--- src/rtl/arena_vga_renderer.sv ---
// arena_vga_renderer: 640x480@60 VGA scan of a 10x10 tile map into RGB332 pixels with syncs and a frame tick.
// Define GRID_LINES_EN to draw black lines on each tile's first column and first row inside the arena.
module arena_vga_renderer #(
  parameter int         TILE_PX    = 40,
  parameter int         ARENA_X0   = 120,
  parameter int         ARENA_Y0   = 40,
  parameter logic [7:0] BORDER_RGB = 8'h02
) (
  input  logic       clk,
  input  logic       rst_n,
  input  logic       pix_en,
  output logic [6:0] map_addr,
  input  logic [1:0] map_arena,
  input  logic [1:0] map_bomb,
  output logic       hsync,
  output logic       vsync,
  output logic [7:0] vga_rgb,
  output logic       frame_tick
);
  localparam logic [9:0] AX0 = 10'(ARENA_X0);
  localparam logic [9:0] AX1 = 10'(ARENA_X0 + 10 * TILE_PX);
  localparam logic [9:0] AY0 = 10'(ARENA_Y0);
  localparam logic [9:0] AY1 = 10'(ARENA_Y0 + 10 * TILE_PX);
  localparam logic [5:0] TMAX = 6'(TILE_PX - 1);
  localparam logic [5:0] B_LO = 6'(TILE_PX / 4);
  localparam logic [5:0] B_HI = 6'(3 * TILE_PX / 4);

  logic [9:0] h_q, h_d, v_q, v_d;
  logic [5:0] sx_q, sx_d, sy_q, sy_d;
  logic [3:0] col_q, col_d, row_q, row_d;
  logic       in0_q, in_d, h_wrap, h_adv, v_adv;
  logic [6:0] addr_d;
  logic [1:0] ar1_q, bm1_q;
  logic [5:0] sx1_q, sy1_q;
  logic       in1_q, bl1_q, hs1_q, vs1_q;
  logic [7:0] rgb_d, fuse_rgb, tile_rgb;
  logic       bomb_hit, grid;

  // S0 next state: everything is computed for the pixel the counters move to, so map_addr lines up with h_q/v_q
  always_comb begin
    h_wrap = h_q == 10'd799;
    h_d    = h_wrap ? '0 : h_q + 10'd1;
    v_d    = !h_wrap ? v_q : v_q == 10'd524 ? '0 : v_q + 10'd1;
    h_adv  = h_d > AX0 && h_d < AX1;
    v_adv  = h_wrap && v_d > AY0 && v_d < AY1;
    sx_d   = h_d == AX0 ? '0 : !h_adv ? sx_q : sx_q == TMAX ? '0 : sx_q + 6'd1;
    col_d  = h_d == AX0 ? '0 : h_adv && sx_q == TMAX ? col_q + 4'd1 : col_q;
    sy_d   = v_d == AY0 ? '0 : !v_adv ? sy_q : sy_q == TMAX ? '0 : sy_q + 6'd1;
    row_d  = v_d == AY0 ? '0 : v_adv && sy_q == TMAX ? row_q + 4'd1 : row_q;
    in_d   = h_d >= AX0 && h_d < AX1 && v_d >= AY0 && v_d < AY1;
    addr_d = in_d ? 7'(row_d) * 7'd10 + 7'(col_d) : '0;
  end

  always_comb begin
    fuse_rgb = bm1_q == 2'd3 ? 8'hE0 : bm1_q == 2'd2 ? 8'hA0 : 8'h60;
    tile_rgb = ar1_q == 2'd0 ? 8'h10 : ar1_q == 2'd1 ? 8'h92 : ar1_q == 2'd2 ? 8'hA8 : 8'hFC;
    bomb_hit = bm1_q != 2'd0 && sx1_q >= B_LO && sx1_q < B_HI && sy1_q >= B_LO && sy1_q < B_HI;
`ifdef GRID_LINES_EN
    grid     = sx1_q == 6'd0 || sy1_q == 6'd0;
`else
    grid     = 1'b0;
`endif
    rgb_d    = bl1_q ? 8'h00 : !in1_q ? BORDER_RGB : grid ? 8'h00 : bomb_hit ? fuse_rgb : tile_rgb;
  end

  always_ff @(posedge clk or negedge rst_n) begin
    if (!rst_n) begin
      h_q        <= '0;
      v_q        <= '0;
      sx_q       <= '0;
      sy_q       <= '0;
      col_q      <= '0;
      row_q      <= '0;
      in0_q      <= 1'b0;
      map_addr   <= '0;
      ar1_q      <= '0;
      bm1_q      <= '0;
      sx1_q      <= '0;
      sy1_q      <= '0;
      in1_q      <= 1'b0;
      bl1_q      <= 1'b1;
      hs1_q      <= 1'b1;
      vs1_q      <= 1'b1;
      vga_rgb    <= '0;
      hsync      <= 1'b1;
      vsync      <= 1'b1;
      frame_tick <= 1'b0;
    end else begin
      frame_tick <= pix_en && h_wrap && v_q == 10'd479;
      if (pix_en) begin
        h_q      <= h_d;
        v_q      <= v_d;
        sx_q     <= sx_d;
        sy_q     <= sy_d;
        col_q    <= col_d;
        row_q    <= row_d;
        in0_q    <= in_d;
        map_addr <= addr_d;
        ar1_q    <= map_arena;
        bm1_q    <= map_bomb;
        sx1_q    <= sx_q;
        sy1_q    <= sy_q;
        in1_q    <= in0_q;
        bl1_q    <= !(h_q < 10'd640 && v_q < 10'd480);
        hs1_q    <= !(h_q >= 10'd656 && h_q < 10'd752);
        vs1_q    <= !(v_q >= 10'd490 && v_q < 10'd492);
        vga_rgb  <= rgb_d;
        hsync    <= hs1_q;
        vsync    <= vs1_q;
      end
    end
  end
endmodule
--- config.mk ---
export PLATFORM = sky130hd
export DESIGN_NAME = arena_vga_renderer
export DESIGN_NICKNAME = d
export VERILOG_FILES = /design/src/rtl/arena_vga_renderer.sv
export SDC_FILE = /design/constraint.sdc
export NUM_CORES = 1
export LEC_CHECK = 0
export CAP_MARGIN = 10
export CORE_MARGIN = 2
export CORE_UTILIZATION = 60
export DETAILED_ROUTE_END_ITERATION = 8
export PLACE_DENSITY = 0.83
export SLEW_MARGIN = 15
export SYNTH_ARGS = -nofsm -noshare
export SYNTH_HDL_FRONTEND = slang
export SYNTH_SLANG_ARGS = --single-unit
--- constraint.sdc ---
create_clock -name clk -period 6.15 [get_ports clk]
set_clock_uncertainty 0.1 [all_clocks]
set_input_delay 1.23 -clock clk [delete_from_list [all_inputs] [get_ports clk]]
set_output_delay 1.23 -clock clk [all_outputs]
set_load 0.01 [all_outputs]
# After elaboration in Yosys (flattened, before gate mapping)
# Cells that the tools add are included.
totals:
  word_cells: 103
  register_bits: 79
  input_bits: 7
op_classes:
  n_addsub: 7
  reduce_logical: 26
  mux: 22
  eq_ne: 11
  order_cmp: 16
  mul: 1
op_table:
  columns: ["op", "n"]
  rows:
  - ["$mux W8", 6]
  - ["$mux W6", 6]
  - ["$lt A10 B10 Y1 const B", 3]
  - ["$lt A10 B9 Y1 const B", 3]
  - ["$mux W10", 3]
  - ["$mux W7", 3]
  - ["$add A10 B1 Y10 const B", 2]
  - ["$eq A10 B10 Y1 const B", 2]
  - ["$logic_and A1 B1 Y1", 17]
  - ["$mux W4", 4]
  - ["$add A6 B1 Y6 const B", 2]
  - ["$eq A6 B6 Y1 const B", 2]
  - ["$ge A6 B4 Y1 const B", 2]
  - ["$lt A6 B5 Y1 const B", 2]
  - ["$eq A10 B6 Y1 const B", 1]
  - ["$eq A10 B7 Y1 const B", 1]
  - ["$eq A10 B9 Y1 const B", 1]
  - ["$ge A10 B10 Y1 const B", 1]
  - ["$ge A10 B6 Y1 const B", 1]
  - ["$ge A10 B7 Y1 const B", 1]
  - ["$ge A10 B9 Y1 const B", 1]
  - ["$gt A10 B6 Y1 const B", 1]
  - ["$gt A10 B7 Y1 const B", 1]
  - ["$add A4 B1 Y4 const B", 2]
  - ["8 further kinds", 15]

# Depth between registers and ports, before layout
# Gate-level depths: netlist of the first run.
logic_depth:
  ltp_word: 12
  depth_mapped: 19
  depth_no_buf: 18

# Worst setup path after synthesis of the first run
# Ideal clock, no wire load.
synth_path:
  kind: "register -> register"
  start: "register h_q[6]"
  end: "register map_addr[6]"
  arrival_time_ps: 4076
  required_time_ps: 5972
  setup_time_ps: 78
  slack_ps: 1896
  path_stages_with_launch: 19
  path_cell_list: "dfrtp_1 -> buf_4 -> nand4bb_4 -> nor4_4 -> and3_1 -> nor3_1 -> or3b_4 -> or3_1 -> buf_6 -> nand3_1 -> mux2i_1 -> xor2_1 -> nor2_1 -> ha_1 -> fa_1 -> nand2_1 -> a31oi_1 -> xnor3_1 -> o2bb2ai_1"
synth_between:
  elab_chain_len: 11
  elab_cells_between_ends: 27
  cone_classes: "2 x add/sub; 1 x mul; 6 x order compare; 3 x eq/ne; 7 x mux; 8 x reduce/logical"
synth_lines:
  columns: ["item", "line", "rtl"]
  rows:
  - ["start: declaration", "28", "logic [9:0] h_q, h_d, v_q, v_d;"]
  - ["start signal: assignment", "68", "h_q <= '0;"]
  - ["start signal: assignment", "91", "h_q <= h_d;"]
  - ["$eq A10 B10 Y1", "41", "h_wrap = h_q == 10'd799;"]
  - ["$mux W10", "43", "v_d = !h_wrap ? v_q : v_q == 10'd524 ? '0 : v_q + 10'd1;"]
  - ["$gt A10 B6 Y1", "45", "v_adv = h_wrap && v_d > AY0 && v_d < AY1;"]
  - ["$logic_and A1 B1 Y1 (2 in a row)", "45", null]
  - ["$logic_and A1 B1 Y1", "49", "row_d = v_d == AY0 ? '0 : v_adv && sy_q == TMAX ? row_q + 4'd1 : row_q;"]
  - ["$mux W4 (2 in a row)", "49", null]
  - ["$mul A4 B3 Y6", "51", "addr_d = in_d ? 7'(row_d) * 7'd10 + 7'(col_d) : '0;"]
  - ["$add A7 B4 Y7", "51", null]
  - ["$mux W7 *", "51", null]
  - ["end signal: assignment", "98", "map_addr <= addr_d;"]
  - ["end: declaration", "12", "output logic [6:0] map_addr,"]
# Every way passes the cells marked *; elsewhere a longest branch is shown, timed or not.
# A chain may end at the register's enable or synchronous reset.

# Worst setup path in the final report of the first run
layout_path:
  start: "register v_q[0]"
  end: "register map_addr[6]"
layout_between:
  elab_chain_len: 12
  elab_cells_between_ends: 18
  cone_classes: "2 x add/sub; 1 x mul; 3 x order compare; 2 x eq/ne; 5 x mux; 5 x reduce/logical"
layout_lines:
  columns: ["item", "line", "rtl"]
  rows:
  - ["start: declaration", "28", null]
  - ["start signal: assignment", "92", "v_q <= v_d;"]
  - ["$add A10 B1 Y10 / $eq A10 B10 Y1 (equally long branches)", "43", null]
  - ["$mux W10", "43", null]
  - ["$mux W10 *", "43", null]
  - ["$gt A10 B6 Y1", "45", null]
  - ["$logic_and A1 B1 Y1 (2 in a row)", "45", null]
  - ["$logic_and A1 B1 Y1", "49", null]
  - ["$mux W4", "49", null]
  - ["$mux W4 *", "49", null]
  - ["named net row_d[2]", "30", "logic [3:0] col_q, col_d, row_q, row_d;"]
  - ["$mul A4 B3 Y6 *", "51", null]
  - ["$add A7 B4 Y7 *", "51", null]
  - ["$mux W7 *", "51", null]
# Mark *: on every way through the listed nets, which the timed path passes. The rest lies on a longest branch.

==> metrics.md, run 1 <==
| Metric | Value |
|---|---|
| Outcome | finished clean |
| DRT iter0 DRCs | around 230 |
| Setup Buffers After CTS | 0 |
| Commonest cells in the netlist | dfrtp_1 (71), nand2_1 (42), o21ai_0 (38), nor2_1 (34), mux2_2 (26) |
| GRT Resource Usage Total | between 20% and 30% |
| Final Worst Setup Slack | 1.22 ns |
| H-tree depth | 3 |
| RSZ-0062 raised after global routing | false |
| Synth top area share | 39.3% |
| Post-CTS Hold Buffers | 0 |
| Top_reg_cell synth | dfrtp_1 |
| Avg Cell Area, Syn | 9.77 µm² |
| TritonCTS clock tree | built |
| Critical Path RT | about 6.3 ns |
| Crit path launch type | flip-flop |
| I/O Buffers | 23 |
| Worst EP arrival | 5.11 ns |
| Maxcap violations | 0 |
| Die area | 0.00825 mm² |
| Max VDD drop | 0.110 mV |
| Fin util | 67.9% |
| Highest Clock Rate | 203 MHz |
| Remaining DRCs | 0 |
| Core area | 0.00729 mm² |
| Die Y | around 91 µm |
| Clk pin slew, worst setup/hold paths | 0.09 ns |
| Synthesized flop and latch total | 76 |
| Clk root buf | clkbuf_8 |
| Worst path buffer plus inverter count | 1 |
| Post-Syn Instances | 463 |
| Fin nets | 495 |
| Worst-path cell chain | inv_1 -> ha_1 -> nor4b_2 -> nand3_1 -> o22ai_1 -> nor3_1 -> or3b_4 -> or3_1 -> nand4_1 -> xor2_1 -> nor2_1 -> ha_1 -> ha_1 -> fa_1 -> nand2_1 -> a31oi_1 -> xnor3_1 -> o2bb2ai_1 |
| Die width | ~90 µm |
| Fraction of layout cells with a size suffix above 1 | 14.0% |
| Total congestion overflow | 0 |
| Post-route ant nets | 0 |
| Critical path's most frequent cell | ha_1 |
| Worst relative slew slack | 38.3% |
| WL final | between 9 and 10 mm |
| CP delay by family, top | simple AND/OR/NAND/NOR gates |
| Final Max Tran Viols | 0 |
| Clock tree buffer depth | 2 |
| Crit Path Category | reg2reg |
| Setup tns final | 0 ns |
| Period utilization | 80.2% |
| Fin. Hold Viols | 0 |
| Minimum clock period | 4.93 ns |
| Sink Count | 76 |
| Number of global-route vias before repair | 3435 |
| Post-synth EDFFs | 0 |
| Routability congestion estimate | 0.840 |
| CP max-delay cell | or3_1 |
| WL per Instance | 16.9 µm |
| Leak pwr | approximately 2.1 nW |
| Largest net degree at the start of global routing | 77 |
| DR vias | between 3000 and 4000 |
| Synth warn | 0 |
| Area Overhead vs Synth | 9.46% |
| Seq/Total Area, Yosys | 42.2% |
| First-pass GRT wire length | between 15 and 20 mm |
| Clock latency on the worst-skew pair | 0.36 ns |
| Io pins | 25 |
| HP Class | reg2reg |
| Initial antenna violation count | 0 |
| CTS Buf Count | 9 |
| Largest stage delay on the critical path | 0.54 ns |
| Power Dens Cells | 243 mW/mm² |
| Post-synthesis net count | 485 |
| Setup WS pre-CTS | 1.35 ns |
| Slew @ Worst Pin | 0.925 ns |
| Detail-routed via count per cell | 6.20 |
| Leading area contributor after synthesis | dfrtp_1 |
| CTS resizes | 0 |
| Asr flop ratio synth | 100% |
| Initial cell density of the core | 62.1% |
| Diode count | 0 |
| CP Max Fanout | 10 |
| Most common cell in the synthesized netlist | dfrtp_1 |
| DP Wirelength | 6.62 mm |
| Setup violations, final | 0 |
| DR pass1 iterations | 5 |
| Post-Syn Area | about 0.0045 mm² |
| Unique masters post-synth | 66 |
| Crit end category | flip-flop |
| Ranking of synthesized cells by area | dfrtp_1 (39%), mux2_2 (6.5%), o21ai_0 (4.2%) |
| FP Rows | 31 |
[state kept, by name, summed over array words and instances (netlist names), 2 cells and up]
register,cells
v_q,10
map_addr,7
sy_q,6
sx1_q,5
sx_q,6
row_q,4
bm1_q,2
col_q,4
sy1_q,5
vga_rgb,7
ar1_q,2
h_q,10
[cells by family after synthesis]
family / Yosys count / synth area share [%]
AO/OA/AOI/OAI: 96 / 14.1
XOR/XNOR: 30 / 6.11
adder cells (fa/ha/maj): 15 / 4.31
buffers and inverters: 40 / 3.82
flip-flops: 76 / 42.2
multiplexers: 31 / 7.58
other: 1 / 0.0829
AND/OR/NAND/NOR: 174 / 21.8
[area by class of cell]
type,count,area [µm²]
Clock buffer,9,124
Clock inverter,7,62.6
Fill cell,574,2340
Inverter,14,52.6
Multi-Input combinational cell,347,2440
Sequential cell,76,1910
Tap cell,99,124
Timing Repair Buffer,25,238
[through the flow]
step	hold slack [ns]	instances	total power (W)	instance area, µm²
after detailed placement	0.372	561	0.000838	4770
after global placement	0.373	561	0.000825	4770
after global routing	0.417	577	0.00126	4950
after CTS	0.402	577	0.00120	4950
after floorplan	0.361	463	0.000778	4530
final	0.402	577	0.00120	4950
[where the power goes]
| part | switching [W] | leakage, nW | total [W] | internal (W) |
|---|---|---|---|---|
| Clock | 0.000215 | 0.0931 | 0.000370 | 0.000156 |
| Combinational | 0.000111 | 0.972 | 0.000206 | 0.0000952 |
| Sequential | 0.0000786 | 0.994 | 0.000626 | 0.000548 |
| Total | 0.000404 | 2.06 | 0.00120 | 0.000798 |
[per-layer routing]
metal / share of wire, % / GRT usage (%) / vias to the layer above
li1: - / - / 1707
met1: 44 / 34.9 / 1724
met2: 48 / 40.7 / 118
met3: 4.8 / 4.67 / 27
met4: 2.8 / 10.6 / 0
met5: 0 / 0 / -
[cell usage in the layout (no fill, tap or decap), types with 4 or more instances in the layout]
master / netlist / routed
a21oi_1: 10 / 10
a31oi_1: 4 / 4
a32o_1: 4 / 4
and3_1: 8 / 8
and4_1: 4 / 4
clkbuf_8: 0 / 9
clkdlybuf4s50_1: 0 / 21
dfrtp_1: 71 / 71
dfstp_2: 5 / 5
ha_1: 14 / 14
inv_1: 14 / 14
inv_6: 0 / 4
mux2_2: 26 / 26
mux2i_1: 5 / 5
nand2_1: 42 / 42
nand2b_1: 7 / 7
nand3_1: 15 / 15
nand4_1: 16 / 16
nor2_1: 34 / 34
nor2b_1: 9 / 9
nor3_1: 9 / 9
o2111ai_1: 4 / 4
o21ai_0: 38 / 38
o2bb2ai_1: 5 / 5
o31ai_1: 7 / 7
xnor2_1: 20 / 20
xor2_1: 9 / 9
[worst paths after layout]
kind	from	end	depth (start not counted)	slack, ns
worst min-delay path	map_addr[5]$_DFFE_PN0P_	map_addr[5]$_DFFE_PN0P_	1	0.40
worst max-delay path	v_q[0]$_DFFE_PN0P_	map_addr[6]$_DFFE_PN0P_	18	1.22
worst max register to register	v_q[0]$_DFFE_PN0P_	map_addr[6]$_DFFE_PN0P_	18	1.22
min in group asynchronous	rst_n	v_q[3]$_DFFE_PN0P_	1	0.88
max in group asynchronous	rst_n	v_q[8]$_DFFE_PN0P_	1	4.45
worst min register to register	map_addr[5]$_DFFE_PN0P_	map_addr[5]$_DFFE_PN0P_	1	0.40
Power figures use the tool's default switching activity.
==> run 2, diff against run 1 <==
Clock period 6.15 ns to 4.8 ns, I/O delays scaled along.
==> run 2 against run 1 <==
Non-clock buffer count increased by 7. Global-route usage decreased by 0.059 points. First-iteration DRC count increased by 12%. Setup slack got worse by 0.90 ns. Die area unchanged. Critical endpoint unchanged.
==> metrics.md, run 2 (synthesized netlist as in run 1, its figures left out) <==
| Metric | Value |
|---|---|
| Outcome | finished clean |
| Setup violations, final | 0 (unchanged) |
| HP Class | reg2reg |
| Sink Count | 76 (unchanged) |
| Maxcap violations | 0 (unchanged) |
| Setup WS pre-CTS | 0.106 ns (-1.25 ns) |
| Leak pwr | 2.12 nW (+2.8%) |
| Multi-input logic area | 0.00247 mm² (+1.2%) |
| CP delay by family, top | simple AND/OR/NAND/NOR gates |
| Die area | 0.00825 mm² (unchanged) |
| Initial antenna violation count | 0 (unchanged) |
| Clk root buf | clkbuf_8 |
| CP startpoint | h_q[7]$_DFFE_PN0P_ |
| # fillers | 555 (-3.3%) |
| Largest stage delay on the critical path | 0.52 ns (-0.02 ns) |
| Register area | 0.00191 mm² (+0.13%) |
| R2R Setup Slk | 0.32 ns (-0.90 ns) |
| Reg2Reg Depth | 15 (-3) |
| Critical path's most frequent cell | ha_1 |
| Fraction of layout cells with a size suffix above 1 | 16.3% (+2.3 points) |
| H-tree depth | 3 (unchanged) |
| WL per Instance | 17.1 µm (+1.1%) |
| Die Y | 90.9 µm (unchanged) |
| Clk pwr share | 30.5% (-0.3 points) |
| GRT Resource Usage Total | 25.6% (-0.059 points) |
| DR vias | 3598 (+0.62%) |
| Routability congestion estimate | 0.890 (+6.0%) |
| First-pass GRT wire length | 17.0 mm (+0.61%) |
| Final Worst Setup Slack | 0.316 ns (-0.905 ns) |
| CP max-delay cell | fa_1 |
| Total congestion overflow | 0 (unchanged) |
| Clock tree buffer depth | 2 (unchanged) |
| Fin nets | 502 (+1.4%) |
| I/O Buffers | 23 (unchanged) |
| Largest net degree at the start of global routing | 77 (unchanged) |
| WL final | 9.99 mm (+2.3%) |
| Crit end category | flip-flop |
| DRT iter0 DRCs | 253 (+12%) |
| Post-route ant nets | 0 (unchanged) |
| DR pass1 iterations | 5 (unchanged) |
| Most frequent cells in the layout | dfrtp_1 (69), nand2_1 (42), o21ai_0 (38) |
| Diode count | 0 (unchanged) |
| Crit path to | map_addr[6]$_DFFE_PN0P_ |
| Die width | 90.9 µm (unchanged) |
| Area Overhead vs Synth | 11.4% |
| Internal | 0.00104 W (+30%) |
| Crit path launch type | flip-flop |
| Number of global-route vias before repair | 3608 (+5.0%) |
| Minimum clock period | 4.48 ns (-0.445 ns) |
| Critical register-to-register path startpoint | h_q[7]$_DFFE_PN0P_ |
| Setup Buffers After CTS | 0 (unchanged) |
| Largest regs | h_q x10, v_q x10 |
| Crit. path cell count | 15 (-3) |
| FP Rows | 31 (unchanged) |
| Fin. Hold Viols | 0 (unchanged) |
| Clk pin slew, worst setup/hold paths | 0.08 ns (about the same) |
| Core area | 0.00729 mm² (unchanged) |
| Flop pwr share | 50.1% (-2.0 points) |
| Remaining DRCs | 0 (unchanged) |
| Hold Path Cell Cnt | 2 (+1) |
| Slew @ Worst Pin | 0.923 ns (-0.00203 ns) |
| Worst path buffer plus inverter count | 0 (-1) |
| Worst relative slew slack | 38.5% (+0.14 points) |
| Reg2reg end | map_addr[6]$_DFFE_PN0P_ |
| CTS Buf Count | 9 (unchanged) |
| RSZ-0062 raised after global routing | false |
| Switch Pwr | 0.000522 W (+29%) |
| Final Max Tran Viols | 0 (unchanged) |
| Highest Clock Rate | 223 MHz (+9.9%) |
| Power Dens Cells | 310 mW/mm² (+27%) |
| Commonest non-fill, non-tap cell in the layout | dfrtp_1 |
| TritonCTS clock tree | built |
| Detail-routed via count per cell | 6.16 (-0.59%) |
| Critical Path RT | 4.99 ns (-1.34 ns) |
| Switch share | 33.5% (-0.17 points) |
| Setup tns final | 0 ns (unchanged) |
| Max VDD drop | 0.167 mV (+52%) |
| Initial cell density of the core | 62.1% (unchanged) |
| Io pins | 25 (unchanged) |
| WHS | 0.392 ns (-0.0101 ns) |
| Combinational power share | 19.4% (+2.3 points) |
| Worst-path cell chain | nand4bb_4 -> nor4_1 -> mux2_2 -> or3b_4 -> or3_4 -> nand4_1 -> xor2_1 -> nor2_1 -> ha_1 -> ha_1 -> fa_1 -> nand2_1 -> a31oi_1 -> xnor3_1 -> o2bb2ai_1 |
| Clock latency on the worst-skew pair | 0.37 ns (about the same) |
| CP Max Fanout | 10 (unchanged) |
| Period utilization | 93.4% (+13 points) |
| DP Wirelength | 7.08 mm (+6.8%) |
| Crit Path Category | reg2reg |
| Worst EP arrival | 4.68 ns (-0.43 ns) |
## run 2: cell count changes in the layout (fill, tap and decap cells not counted), sizes merged
cell | before | now
buf | 4 | 11
## run 2: per-layer routing
layer  wire length [µm]  global-route usage, %
met5                  0                      0
met4                116                   9.34
met3                402                   4.26
met2               5010                   43.2
met1               4460                   33.4
## run 2: repair_timing
item                                    in CTS  in global routing
hold buffers                                 0                  0
endpoints found under the setup margin       0                  3
gates resized for setup                      0                  7
## run 2: worst reg2reg max path: stages (launching register included)
cell and delay (ns):
dfrtp_1 0.47, nand4bb_4 0.33, nor4_1 0.31, mux2_2 0.38, or3b_4 0.40, or3_4 0.47, nand4_1 0.13, xor2_1 0.16
nor2_1 0.11, ha_1 0.25, ha_1 0.20, fa_1 0.52, nand2_1 0.06, a31oi_1 0.17, xnor3_1 0.23, o2bb2ai_1 0.12
## run 2: through the flow
step	area [µm²]	util (%)	power (W)	cells
6_report	5040	69.1	0.00156	584
5_1_grt	5040	69.1	0.00165	584
4_1_cts	5010	68.7	0.00156	584
3_5_place_dp	4820	66.1	0.00109	568
3_3_place_gp	4820	66.1	0.00107	568
2_1_floorplan	4530	-	0.000997	463
## run 2: how the worst min path moves through the flow
stage | from | end | slack, ns
after global routing | map_addr[4]$_DFFE_PN0P_ | map_addr[4]$_DFFE_PN0P_ | 0.43
after global placement | map_addr[6]$_DFFE_PN0P_ | map_addr[6]$_DFFE_PN0P_ | 0.37
final | vs1_q$_DFFE_PN1P_ | vs1_q$_DFFE_PN1P_ | 0.39
after detailed placement | vs1_q$_DFFE_PN1P_ | vs1_q$_DFFE_PN1P_ | 0.38
after CTS | vs1_q$_DFFE_PN1P_ | vs1_q$_DFFE_PN1P_ | 0.39
after floorplan | sy_q[5]$_DFFE_PN0P_ | sy_q[5]$_DFFE_PN0P_ | 0.36
## run 2: layout make-up
type                    instances  area share (%)
clock buffers                   9            2.46
clock inverters                 7            1.29
inverters                      14            1.04
multi-input cells             347            49.1
flip-flops and latches         76            37.9
well taps                      99            2.46
repair buffers                 32            5.76
## run 2: power by group through the flow
stage / Clock (W) / Sequential, W / Combinational [W]
6_report: 0.000476 / 0.000782 / 0.000302
5_1_grt: 0.000514 / 0.000796 / 0.000344
4_1_cts: 0.000485 / 0.000779 / 0.000300
3_5_place_dp: 0 / 0.000792 / 0.000299
3_3_place_gp: 0 / 0.000786 / 0.000287
2_1_floorplan: 0 / 0.000755 / 0.000242
